### src/rtl/adc_tone_emulator.sv
// adc_tone_emulator: stands in for the badge's serial ADC. It answers the
// reader's adc_cs/adc_clk with a NUM_TONES-tone synthetic waveform (square,
// sawtooth, triangle or DC midscale) so the SDFT/waterfall chain can run
// without the real converter.
//
// Serial protocol: the reader drops adc_cs to start a conversion, then
// toggles adc_clk. This block presents a new bit after every adc_clk falling
// edge (LEAD_ZEROS zeros, then the sample MSB first) and the reader samples
// on rising edges. Raising adc_cs ends or aborts the frame. Both inputs are
// asynchronous to clk, so adc_clk half periods must be at least 4 clk.
module adc_tone_emulator #(
    parameter int SAMPLE_WIDTH = 12,
    parameter int LEAD_ZEROS   = 3,
    parameter int NUM_TONES    = 2,
    parameter int PHASE_WIDTH  = 16
) (
    input  logic                             clk,
    input  logic                             reset_n,
    input  logic                             enable,
    input  logic [1:0]                       mode,
    input  logic [NUM_TONES*PHASE_WIDTH-1:0] tone_inc,
    input  logic                             adc_cs,
    input  logic                             adc_clk,
    output logic                             adc_sd,
    output logic [SAMPLE_WIDTH-1:0]          sample,
    output logic                             done,
    output logic [1:0]                       state_dbg
);

    typedef enum logic [1:0] {
        IDLE  = 2'd0,
        LEAD  = 2'd1,
        DATA  = 2'd2,
        TRAIL = 2'd3
    } state_t;

    localparam int SHIFT = $clog2(NUM_TONES);
    localparam int CNT_W = $clog2(SAMPLE_WIDTH + LEAD_ZEROS + 1);
    localparam logic [CNT_W-1:0] LEAD_LAST = CNT_W'((LEAD_ZEROS > 0) ? LEAD_ZEROS - 1 : 0);
    localparam logic [CNT_W-1:0] DATA_END  = CNT_W'(SAMPLE_WIDTH);
    localparam logic [SAMPLE_WIDTH-1:0] MIDSCALE = SAMPLE_WIDTH'(1) << (SAMPLE_WIDTH - 1);

    state_t                  state;
    logic [CNT_W-1:0]        bit_cnt;
    logic [SAMPLE_WIDTH-1:0] shreg;
    logic [PHASE_WIDTH-1:0]  phase [NUM_TONES];

    // [0],[1] are the synchroniser stages, [2] holds the previous synced value
    logic [2:0] cs_pipe;
    logic [2:0] clk_pipe;
    logic       cs_fall;
    logic       cs_rise;
    logic       clk_fall;

    logic [SAMPLE_WIDTH-1:0] wave;
    logic [SAMPLE_WIDTH-1:0] composite;

    assign cs_fall   = cs_pipe[2] & ~cs_pipe[1];
    assign cs_rise   = ~cs_pipe[2] & cs_pipe[1];
    assign clk_fall  = clk_pipe[2] & ~clk_pipe[1];
    assign state_dbg = state;

    // Synchronise the reader's pins into clk and keep one stage for edge detection
    always_ff @(posedge clk) begin
        if (!reset_n) begin
            cs_pipe  <= 3'b111;
            clk_pipe <= 3'b111;
        end else begin
            cs_pipe  <= {cs_pipe[1:0], adc_cs};
            clk_pipe <= {clk_pipe[1:0], adc_clk};
        end
    end

    // Build the composite: each tone pre-scaled by 1/NUM_TONES, so the sum fits
    always_comb begin
        wave      = '0;
        composite = '0;
        for (int i = 0; i < NUM_TONES; i++) begin
            case (mode)
                2'd0:    wave = {SAMPLE_WIDTH{phase[i][PHASE_WIDTH-1]}};
                2'd1:    wave = phase[i][PHASE_WIDTH-1 -: SAMPLE_WIDTH];
                2'd2:    wave = phase[i][PHASE_WIDTH-1] ? ~phase[i][PHASE_WIDTH-2 -: SAMPLE_WIDTH]
                                                        :  phase[i][PHASE_WIDTH-2 -: SAMPLE_WIDTH];
                default: wave = MIDSCALE;
            endcase
            composite = composite + (wave >> SHIFT);
        end
    end

    // Frame FSM: latch and advance on cs fall, shift on adc_clk falls, abort on cs rise
    always_ff @(posedge clk) begin
        if (!reset_n) begin
            state   <= IDLE;
            bit_cnt <= '0;
            shreg   <= '0;
            adc_sd  <= 1'b0;
            sample  <= '0;
            done    <= 1'b0;
            for (int i = 0; i < NUM_TONES; i++) begin
                phase[i] <= '0;
            end
        end else begin
            done <= 1'b0;
            case (state)
                IDLE: begin
                    adc_sd <= 1'b0;
                    if (cs_fall) begin
                        sample  <= composite;
                        shreg   <= composite;
                        bit_cnt <= '0;
                        if (enable) begin
                            for (int i = 0; i < NUM_TONES; i++) begin
                                phase[i] <= phase[i] + tone_inc[i*PHASE_WIDTH +: PHASE_WIDTH];
                            end
                        end
                        if (LEAD_ZEROS == 0) begin
                            state <= DATA;
                        end else begin
                            state <= LEAD;
                        end
                    end
                end
                LEAD: begin
                    if (cs_rise) begin
                        adc_sd <= 1'b0;
                        state  <= IDLE;
                    end else if (clk_fall) begin
                        adc_sd <= 1'b0;
                        if (bit_cnt == LEAD_LAST) begin
                            bit_cnt <= '0;
                            state   <= DATA;
                        end else begin
                            bit_cnt <= bit_cnt + 1'b1;
                        end
                    end
                end
                DATA: begin
                    if (cs_rise) begin
                        adc_sd <= 1'b0;
                        state  <= IDLE;
                    end else if (clk_fall) begin
                        if (bit_cnt == DATA_END) begin
                            // falling edge after the LSB closes the frame
                            adc_sd <= 1'b0;
                            done   <= 1'b1;
                            state  <= TRAIL;
                        end else begin
                            adc_sd  <= shreg[SAMPLE_WIDTH-1];
                            shreg   <= {shreg[SAMPLE_WIDTH-2:0], 1'b0};
                            bit_cnt <= bit_cnt + 1'b1;
                        end
                    end
                end
                default: begin
                    adc_sd <= 1'b0;
                    if (cs_rise) begin
                        state <= IDLE;
                    end
                end
            endcase
        end
    end

endmodule

### config.mk
export PLATFORM = sky130hd
export DESIGN_NAME = adc_tone_emulator
export DESIGN_NICKNAME = d
export VERILOG_FILES = /design/src/rtl/adc_tone_emulator.sv
export SDC_FILE = /design/constraint.sdc
export NUM_CORES = 1
export LEC_CHECK = 0
export CAP_MARGIN = 20
export CELL_PAD_IN_SITES_DETAIL_PLACEMENT = 1
export CELL_PAD_IN_SITES_GLOBAL_PLACEMENT = 1
export CORE_ASPECT_RATIO = 0.6
export CORE_MARGIN = 2
export CORE_UTILIZATION = 47
export DETAILED_ROUTE_END_ITERATION = 12
export GPL_ROUTABILITY_DRIVEN = 0
export PLACE_DENSITY_LB_ADDON = 0.05
export SETUP_SLACK_MARGIN = 0.3
export SLEW_MARGIN = 5
export SYNTH_ARGS = -nofsm -noshare
export SYNTH_HDL_FRONTEND = slang
export SYNTH_SLANG_ARGS = --single-unit
### constraint.sdc
create_clock -name clk -period 5.4 [get_ports clk]
set_input_delay 1.62 -clock clk [delete_from_list [all_inputs] [get_ports clk]]
set_output_delay 1.62 -clock clk [all_outputs]
set_load 0.01 [all_outputs]
==> Implementation_results.wiki <==
{| class="wikitable"
! Metric !! Value
|-
| Post-DR vias/cell || 5.58
|-
| Combinational group share of total power || about 22%
|-
| Seq. cell area || around 1700 sq um
|-
| Via Count || 4488
|-
| Congestion Overflow GR || 0
|-
| Antenna Cells || 0
|-
| HPWL reported at the end of detailed placement || approximately 10 mm
|-
| Endpoint of the most critical register-to-register path || shreg[10]$_SDFFE_PN0P_
|-
| CTS Root Cell || sky130_fd_sc_hd__clkbuf_16
|-
| DRC violations left || 0
|-
| Power per cell area || ~280 nW/um^2
|-
| Area growth from synthesis to layout || 20.0%
|-
| Sequential area share after synthesis || 33.6%
|-
| Beginning of the worst hold path || clk_pipe[0]$_SDFF_PN1_
|-
| Placed instance area || 5780 sq um
|-
| TritonCTS clock tree || built
|-
| Number of buffers on the longest clock path || 2
|-
| Fraction of synthesized cell area taken by the top area cell type || between 10% and 20%
|-
| Post-Route Utilization || ~58%
|-
| Endpoint required time on the critical path || approximately 5.7 ns
|-
| Fin Clk Skew || approximately 0.0074 ns
|-
| Worst hold path class || reg2reg
|-
| Largest net degree at the start of global routing || 33
|-
| Core box area || between 10000 and 15000 sq um
|-
| R2R Setup Slk || ~2.4 ns
|-
| Static power due to leakage || between 0.002 and 0.0025 uW
|-
| Overall die area || around 12000 sq um
|-
| Cell area after synthesis || around 5100 sq um
|-
| Maximum achievable frequency || 225 MHz
|-
| Slew HR || ~40%
|-
| Fin. Hold Viols || 0
|-
| Power share of the sequential group || 35.7%
|-
| Clock power share || between 40% and 50%
|-
| Largest driver fanout on the critical path || 20
|-
| Final Routed Wirelength || about 14 mm
|-
| Overall die width || 139 um
|-
| Critical Path Start Type || primary input
|-
| Share of cells above drive strength 1 || a little under 5%
|-
| Hold path endpoint || clk_pipe[1]$_SDFF_PN1_
|-
| Status || finished clean
|-
| Worst-margin pin slew || about 0.9 ns
|-
| Number of stages on the worst hold path || 1
|-
| Number of filler instances in the final layout || approximately 1200
|-
| Count of final max-slew check failures || 0
|-
| Post-synthesis cell type count || 58
|-
| Initial DRC Count || 185
|-
| H-tree levels || 3
|-
| Vias in the first global route || 4666
|-
| Number of cells upsized or downsized after cts || 0
|-
| Post-CTS repair timing setup buffer count || 0
|-
| Dominant cell type by area after synthesis || sky130_fd_sc_hd__edfxtp_1
|-
| Kind of capture point of the worst setup path || register
|-
| Final Cycle Share || 82.4%
|-
| First-pass detailed-route iteration total || 4
|-
| Starting Density || about half
|-
| Peak VDD IR || between 0.15 and 0.2 mV
|-
| Synth Warn # || 0
|-
| Post-synth EDFFs || 32
|-
| Nets in the synthesized netlist || 705
|-
| Net switching fraction of the power || roughly 28%
|-
| Area taken by multi-input logic gates || approximately 3200 sq um
|-
| R2r worst-path depth || 12
|-
| Count of state elements after synthesis || 70
|-
| Boundary Pins || between 50 and 60
|-
| Number of buffers created by CTS || 9
|-
| Total power || 1690 uW
|-
| Routed Antenna Nets || 0
|-
| RSZ-0062 raised after global routing || no
|-
| DR WL/cell || around 17 um
|-
| Number of instances in the synthesized netlist || 615
|-
| Quantity of I/O buffers inserted on ports || 54
|-
| Initial antenna violation count || 0
|-
| Number of sinks handled by clock tree synthesis || 70
|-
| Final-stage net count || 750
|-
| Post-route cell area || 6140 sq um
|-
| Die Y-Extent || between 80 and 90 um
|-
| Asr flop ratio synth || 0%
|-
| Arrival time reported for the critical path endpoint || ~4.7 ns
|-
| Most frequently used flop master after synthesis || sky130_fd_sc_hd__dfxtp_1
|-
| NetSw || 475 uW
|-
| # Max-Cap Violations || 0
|-
| Final setup violation count || 0
|-
| Clock-pin slew of the registers on the worst-case setup and hold paths || about 0.060 ns
|-
| Row count || 29
|-
| Number of hold buffers added after CTS || 0
|-
| Mapped Avg Cell Area || 8.33 sq um
|-
| Reg-to-reg critical path startpoint || phase[0][31]$_SDFFCE_PN0P_
|-
| Clock latency at the later pin of the worst-skew pair || between 0.3 and 0.4 ns
|-
| Largest cells by area after synthesis || sky130_fd_sc_hd__edfxtp_1, sky130_fd_sc_hd__dfxtp_1, sky130_fd_sc_hd__ha_1
|-
| Internal power of the cells || between 1000 and 1500 uW
|-
| Path type of the worst setup path || in2reg
|-
| Total Negative Setup Slacks || 0 ns
|-
| All-Layer GR Usage || 24.5%
|-
| First-pass GRT wire length || roughly 23 mm
|-
| Period minus WS final || roughly 4.5 ns
|}
-- per-layer routing --
metal	GRT usage (%)	vias to the layer above	routed length [um]
li1	-	2233	-
met1	36.0	2166	7100
met2	38.4	79	5980
met3	3.95	10	585
met4	5.14	0	133
met5	0	-	0
-- layout by cell type, fill, tap and decap left out, types with 3 or more instances in the layout --
cell type	n
sky130_fd_sc_hd__a211oi_1	6
sky130_fd_sc_hd__a21boi_0	3
sky130_fd_sc_hd__a21o_1	13
sky130_fd_sc_hd__a21oi_1	48
sky130_fd_sc_hd__a31oi_1	5
sky130_fd_sc_hd__buf_4	7
sky130_fd_sc_hd__clkbuf_16	13
sky130_fd_sc_hd__clkdlybuf4s50_1	54
sky130_fd_sc_hd__dfxtp_1	38
sky130_fd_sc_hd__edfxtp_1	32
sky130_fd_sc_hd__fa_1	3
sky130_fd_sc_hd__ha_1	48
sky130_fd_sc_hd__inv_1	21
sky130_fd_sc_hd__mux2i_1	6
sky130_fd_sc_hd__nand2_1	80
sky130_fd_sc_hd__nand2b_1	10
sky130_fd_sc_hd__nand3_1	13
sky130_fd_sc_hd__nand4_1	5
sky130_fd_sc_hd__nor2_1	73
sky130_fd_sc_hd__nor2b_1	17
sky130_fd_sc_hd__nor3_1	7
sky130_fd_sc_hd__o21a_1	5
sky130_fd_sc_hd__o21ai_0	47
sky130_fd_sc_hd__o21ai_1	11
sky130_fd_sc_hd__o21bai_1	5
sky130_fd_sc_hd__xnor2_1	16
sky130_fd_sc_hd__xor2_1	38
-- registers in the layout, indices dropped and copies added, names as in the netlist --
name and flops:
adc_sd 1, bit_cnt 4, clk_pipe 3, cs_pipe 3
done 1, phase 32, sample 12, shreg 12
state_dbg 2
-- stage by stage --
stage	worst slack (ns)	hold WS, ns	cells
floorplan	1.52	0.386	615
global placement	0.715	0.395	788
detailed placement	0.598	0.400	788
CTS	0.928	0.410	804
global route	0.613	0.448	804
finish	0.949	0.408	804
-- worst max-delay path, stage by stage --
cell	delay, ns
sky130_fd_sc_hd__clkdlybuf4s50_1	0.62
sky130_fd_sc_hd__nor2b_1	0.21
sky130_fd_sc_hd__buf_4	0.25
sky130_fd_sc_hd__nand2_1	0.08
sky130_fd_sc_hd__o21ai_0	0.08
sky130_fd_sc_hd__ha_1	0.22
sky130_fd_sc_hd__inv_1	0.07
sky130_fd_sc_hd__fa_1	0.41
sky130_fd_sc_hd__nor2b_1	0.17
sky130_fd_sc_hd__o2111ai_1	0.11
sky130_fd_sc_hd__nand3_1	0.20
sky130_fd_sc_hd__nand4_1	0.16
sky130_fd_sc_hd__nor4b_1	0.27
sky130_fd_sc_hd__a21oi_1	0.08
sky130_fd_sc_hd__a31oi_1	0.17
-- worst max-delay path by stage --
stage	cells after the start	start	end
detailed placement	13	mode[1]	shreg[9]$_SDFFE_PN0P_
CTS	15	mode[1]	shreg[10]$_SDFFE_PN0P_
floorplan	14	mode[1]	shreg[10]$_SDFFE_PN0P_
global route	13	mode[1]	shreg[9]$_SDFFE_PN0P_
global placement	12	mode[1]	shreg[9]$_SDFFE_PN0P_
finish	15	mode[1]	shreg[10]$_SDFFE_PN0P_
-- cells in the mapped netlist, types with 2 or more instances --
cell,count
sky130_fd_sc_hd__a211oi_1,6
sky130_fd_sc_hd__a211oi_2,2
sky130_fd_sc_hd__a21boi_0,3
sky130_fd_sc_hd__a21o_1,13
sky130_fd_sc_hd__a21oi_1,48
sky130_fd_sc_hd__a31oi_1,5
sky130_fd_sc_hd__a41oi_1,2
sky130_fd_sc_hd__and4_1,2
sky130_fd_sc_hd__buf_1,3
sky130_fd_sc_hd__buf_2,2
sky130_fd_sc_hd__clkbuf_1,21
sky130_fd_sc_hd__dfxtp_1,38
sky130_fd_sc_hd__edfxtp_1,32
sky130_fd_sc_hd__fa_1,3
sky130_fd_sc_hd__ha_1,48
sky130_fd_sc_hd__inv_1,21
sky130_fd_sc_hd__mux2i_1,6
sky130_fd_sc_hd__nand2_1,80
sky130_fd_sc_hd__nand2b_1,10
sky130_fd_sc_hd__nand3_1,13
sky130_fd_sc_hd__nand3b_1,2
sky130_fd_sc_hd__nand4_1,5
sky130_fd_sc_hd__nor2_1,73
sky130_fd_sc_hd__nor2b_1,17
sky130_fd_sc_hd__nor3_1,7
sky130_fd_sc_hd__nor4b_1,2
sky130_fd_sc_hd__o211a_1,2
sky130_fd_sc_hd__o211ai_1,2
sky130_fd_sc_hd__o21a_1,5
sky130_fd_sc_hd__o21ai_0,47
sky130_fd_sc_hd__o21ai_1,11
sky130_fd_sc_hd__o21bai_1,5
sky130_fd_sc_hd__or3_1,2
sky130_fd_sc_hd__xnor2_1,16
sky130_fd_sc_hd__xor2_1,38
-- power groups by stage --
stage                     registers [uW]  clock network (uW)  logic [uW]
final                                604                 713         375
after global routing                 607                 734         420
after CTS                            603                 717         376
after detailed placement             614                   0         371
after global placement               613                   0         355
after floorplan                      606                   0         260
-- cell type report --
| type | instances | area share (%) |
|---|---|---|
| Multi-Input combinational cell | 496 | 52.2 |
| Clock inverter | 2 | 0.631 |
| Timing Repair Buffer | 61 | 9.65 |
| Inverter | 22 | 1.34 |
| Clock buffer | 14 | 5.36 |
| Tap cell | 139 | 2.83 |
| Sequential cell | 70 | 28.0 |
-- kinds of logic after synthesis --
logic type	after synthesis	synth area share, %
and+or+nand+nor	222	20.0
AOI/OAI and AO/OA	163	19.3
xor gates and xnor gates	54	9.24
muxes	6	1.17
DFF	70	33.6
buffers and inverters	49	3.79
adders and majority gates	51	12.9
(Power assumes the default switching activity.)
==> RTL change: new RTL, same settings <==
Register the inputs `enable`, `mode`, `tone_inc` and `adc_cs` before use, with the module's reset. The logic sees them one clock later.
--- a/src/rtl/adc_tone_emulator.sv
+++ b/src/rtl/adc_tone_emulator.sv
@@ -40,6 +40,25 @@
     localparam logic [CNT_W-1:0] DATA_END  = CNT_W'(SAMPLE_WIDTH);
     localparam logic [SAMPLE_WIDTH-1:0] MIDSCALE = SAMPLE_WIDTH'(1) << (SAMPLE_WIDTH - 1);
 
+    logic enable_q;
+    logic [1:0] mode_q;
+    logic [NUM_TONES*PHASE_WIDTH-1:0] tone_inc_q;
+    logic adc_cs_q;
+
+    always_ff @(posedge clk) begin
+        if (!reset_n) begin
+            enable_q   <= '0;
+            mode_q     <= '0;
+            tone_inc_q <= '0;
+            adc_cs_q   <= '0;
+        end else begin
+            enable_q   <= enable;
+            mode_q     <= mode;
+            tone_inc_q <= tone_inc;
+            adc_cs_q   <= adc_cs;
+        end
+    end
+
     state_t                  state;
     logic [CNT_W-1:0]        bit_cnt;
     logic [SAMPLE_WIDTH-1:0] shreg;
@@ -66,7 +85,7 @@
             cs_pipe  <= 3'b111;
             clk_pipe <= 3'b111;
         end else begin
-            cs_pipe  <= {cs_pipe[1:0], adc_cs};
+            cs_pipe  <= {cs_pipe[1:0], adc_cs_q};
             clk_pipe <= {clk_pipe[1:0], adc_clk};
         end
     end
@@ -76,7 +95,7 @@
         wave      = '0;
         composite = '0;
         for (int i = 0; i < NUM_TONES; i++) begin
-            case (mode)
+            case (mode_q)
                 2'd0:    wave = {SAMPLE_WIDTH{phase[i][PHASE_WIDTH-1]}};
                 2'd1:    wave = phase[i][PHASE_WIDTH-1 -: SAMPLE_WIDTH];
                 2'd2:    wave = phase[i][PHASE_WIDTH-1] ? ~phase[i][PHASE_WIDTH-2 -: SAMPLE_WIDTH]
@@ -108,9 +127,9 @@
                         sample  <= composite;
                         shreg   <= composite;
                         bit_cnt <= '0;
-                        if (enable) begin
+                        if (enable_q) begin
                             for (int i = 0; i < NUM_TONES; i++) begin
-                                phase[i] <= phase[i] + tone_inc[i*PHASE_WIDTH +: PHASE_WIDTH];
+                                phase[i] <= phase[i] + tone_inc_q[i*PHASE_WIDTH +: PHASE_WIDTH];
                             end
                         end
                         if (LEAD_ZEROS == 0) begin
Function: changed (a bounded check fails within 4 cycles, from zero or initial values and one cycle with reset_n low).
==> RTL change against the unedited design <==
Clock skew up 0.0010 ns. Clock power down 9.0%. Cell count up 14%. Via count up 13%. Count of clock-buffer cells in the layout down 4. Synthesized area up 22%. Setup slack better by 0.73 ns. First-iteration DRC count up 14%. Sequential cell count up 36. Highest routed layer unchanged. Total power up 23%. Critical endpoint is now sample[10]. Cell area up 17%. Hold slack better by 0.0062 ns. Largest power group is now sequential cells. Routed wire length up 16%. Critical path depth down 3.
==> RTL change: results (changes against the unedited design) <==
metric	value	unit	change
DR vias	5081		+13%
multiplexer area fraction after synthesis	1.760	%	+0.59 points
H-tree depth	3		unchanged
TritonRoute pass-1 iters	4		unchanged
top flop regs	phase (32), tone_inc_q (32)		
root buffer cell	clkbuf_16		
Post-synth EDFFs	32		unchanged
adder-cell area share of the yosys netlist	10.72	%	-2.2 points
run status	completed		
vias in the first global route	5380		+15%
pin count of the biggest net entering global routing	43		+30%
maximum VDD drop	0.1379	mV	-20%
Yosys Warn Count	0		unchanged
top post-synthesis cells by count	nand2_1 (93), dfxtp_1 (74), nor2_1 (57), o21ai_0 (50), ha_1 (48)		
Setup Skew	0.008460	ns	+0.001048 ns
syn nets	789		+12%
CTS Buf Count	9		unchanged
Antenna diodes	0		unchanged
first-pass GRT wire length	26700	µm	+15%
headroom to the max-slew limit	26.82	%	-13 points
slowest CP cell	nor2b_2		
IO Port Bufs	54		unchanged
min-delay worst type	register to register		
share of flip-flops with an asynchronous set or reset	0	%	unchanged
Hold Violations, Final	0		unchanged
Starting DRT DRC Count	211		+14%
Leakage	0.002817	µW	+13%
share of post-route cells with drive strength above 1	6.040	%	+1.2 points
GRT Resource Usage Total	23.22	%	-1.2 points
# Post-CTS Setup Buffers	0		unchanged
Clk Latency, worst-skew pair	0.35	ns	
synth unique cells	66		+14%
CP peak stage delay	0.80	ns	+0.18 ns
Worst EP arrival	3.91	ns	-0.80 ns
Max clock buf depth	2		unchanged
final instance area	7184	µm²	+17%
Post-Route WL	16020	µm	+16%
post_cts resized	0		unchanged
initial antenna violation count	0		unchanged
Nets	830		+11%
Synth Area in XOR/XNOR	6.439	%	-2.8 points
Clock Pin Slew Worst Setup and Hold Paths	0.08	ns	+0.02 ns
Filler cells	1492		+21%
Area contributors post-synth	dfxtp_1 (24%), edfxtp_1 (15%), ha_1 (9.6%), nand2_1 (5.6%), xor2_1 (4.8%)		
Seq/Total Area, Yosys	39.03	%	+5.4 points
DPL Wire Length	12020	µm	+15%
top fanout value on the critical path	24		+20%
dpl cell area	6895	µm²	+19%
post-synthesis compound-gate area fraction	17.80	%	-1.5 points
main flop type after synthesis	dfxtp_1		
-- RTL change: changes by cell type in the layout (fill, tap and decap cells not counted), moves of 9 or more --
cell     unedited run  this run
and2_1              0        41
nand2_1            80        93
a21oi_1            48        36
o21a_1              5        15
o21ai_1            11         2
nor2b_1            17         8
nor2_1             73        57
dfxtp_1            38        74
-- RTL change: final timing paths --
| path | start | end | slack (ns) | cells past startpoint |
|---|---|---|---|---|
| max | mode_q[0] | sample[10] | 1.68 | 12 |
| min | clk_pipe[0] | clk_pipe[1] | 0.41 | 1 |
| max reg2reg | mode_q[0] | sample[10] | 1.68 | 12 |
| min reg2reg | clk_pipe[0] | clk_pipe[1] | 0.41 | 1 |
-- RTL change: per-layer routing --
metal	track usage, %	routed length, µm
met1	31.19	8004
met2	39.69	7343
met3	3.939	580
met4	5.093	89
met5	0	0
-- RTL change: area by class of cell --
cell class | count | area share [%]
inverter | 19 | 0.9927
tap | 170 | 2.961
sequential | 106 | 34.00
multi-input combinational | 547 | 50.30
timing repair buffer | 57 | 7.767
clock buffer | 10 | 3.326
clock inverter | 6 | 0.6618
-- RTL change: cells by family (layout without fill, tap and decap cells) --
group                      count (synthesis)  count (layout)
buffers and inverters                     46              92
AOI/OAI and AO/OA                        168             168
DFF                                      106             106
muxes                                     11              11
xor gates and xnor gates                  46              46
adders and majority gates                 52              52
and+or+nand+nor                          270             270
-- RTL change: stage by stage --
step	setup WS [ns]	cells	power [µW]
4_1_cts	1.346	915	2087
3_3_place_gp	1.739	899	1411
2_1_floorplan	2.238	699	1282
3_5_place_dp	1.388	899	1437
5_1_grt	1.441	915	2172
6_report	1.681	915	2072
-- RTL change: worst max-delay path: cells and delay by family (launching register included) --
family                   cells  cell delay [ns]
flip-flops                   1             0.74
buffers and inverters        1             0.06
adder cells (fa/ha/maj)      2             0.62
AND/OR/NAND/NOR              5             1.38
multiplexers                 1             0.20
AO/OA/AOI/OAI                3             0.54
-- RTL change: power breakdown --
part	internal, µW	leakage, µW	switching, µW
combinational	218	0.00173	281
sequential	877	0.000942	48.1
clock	331	0.000140	317
total	1430	0.00282	646
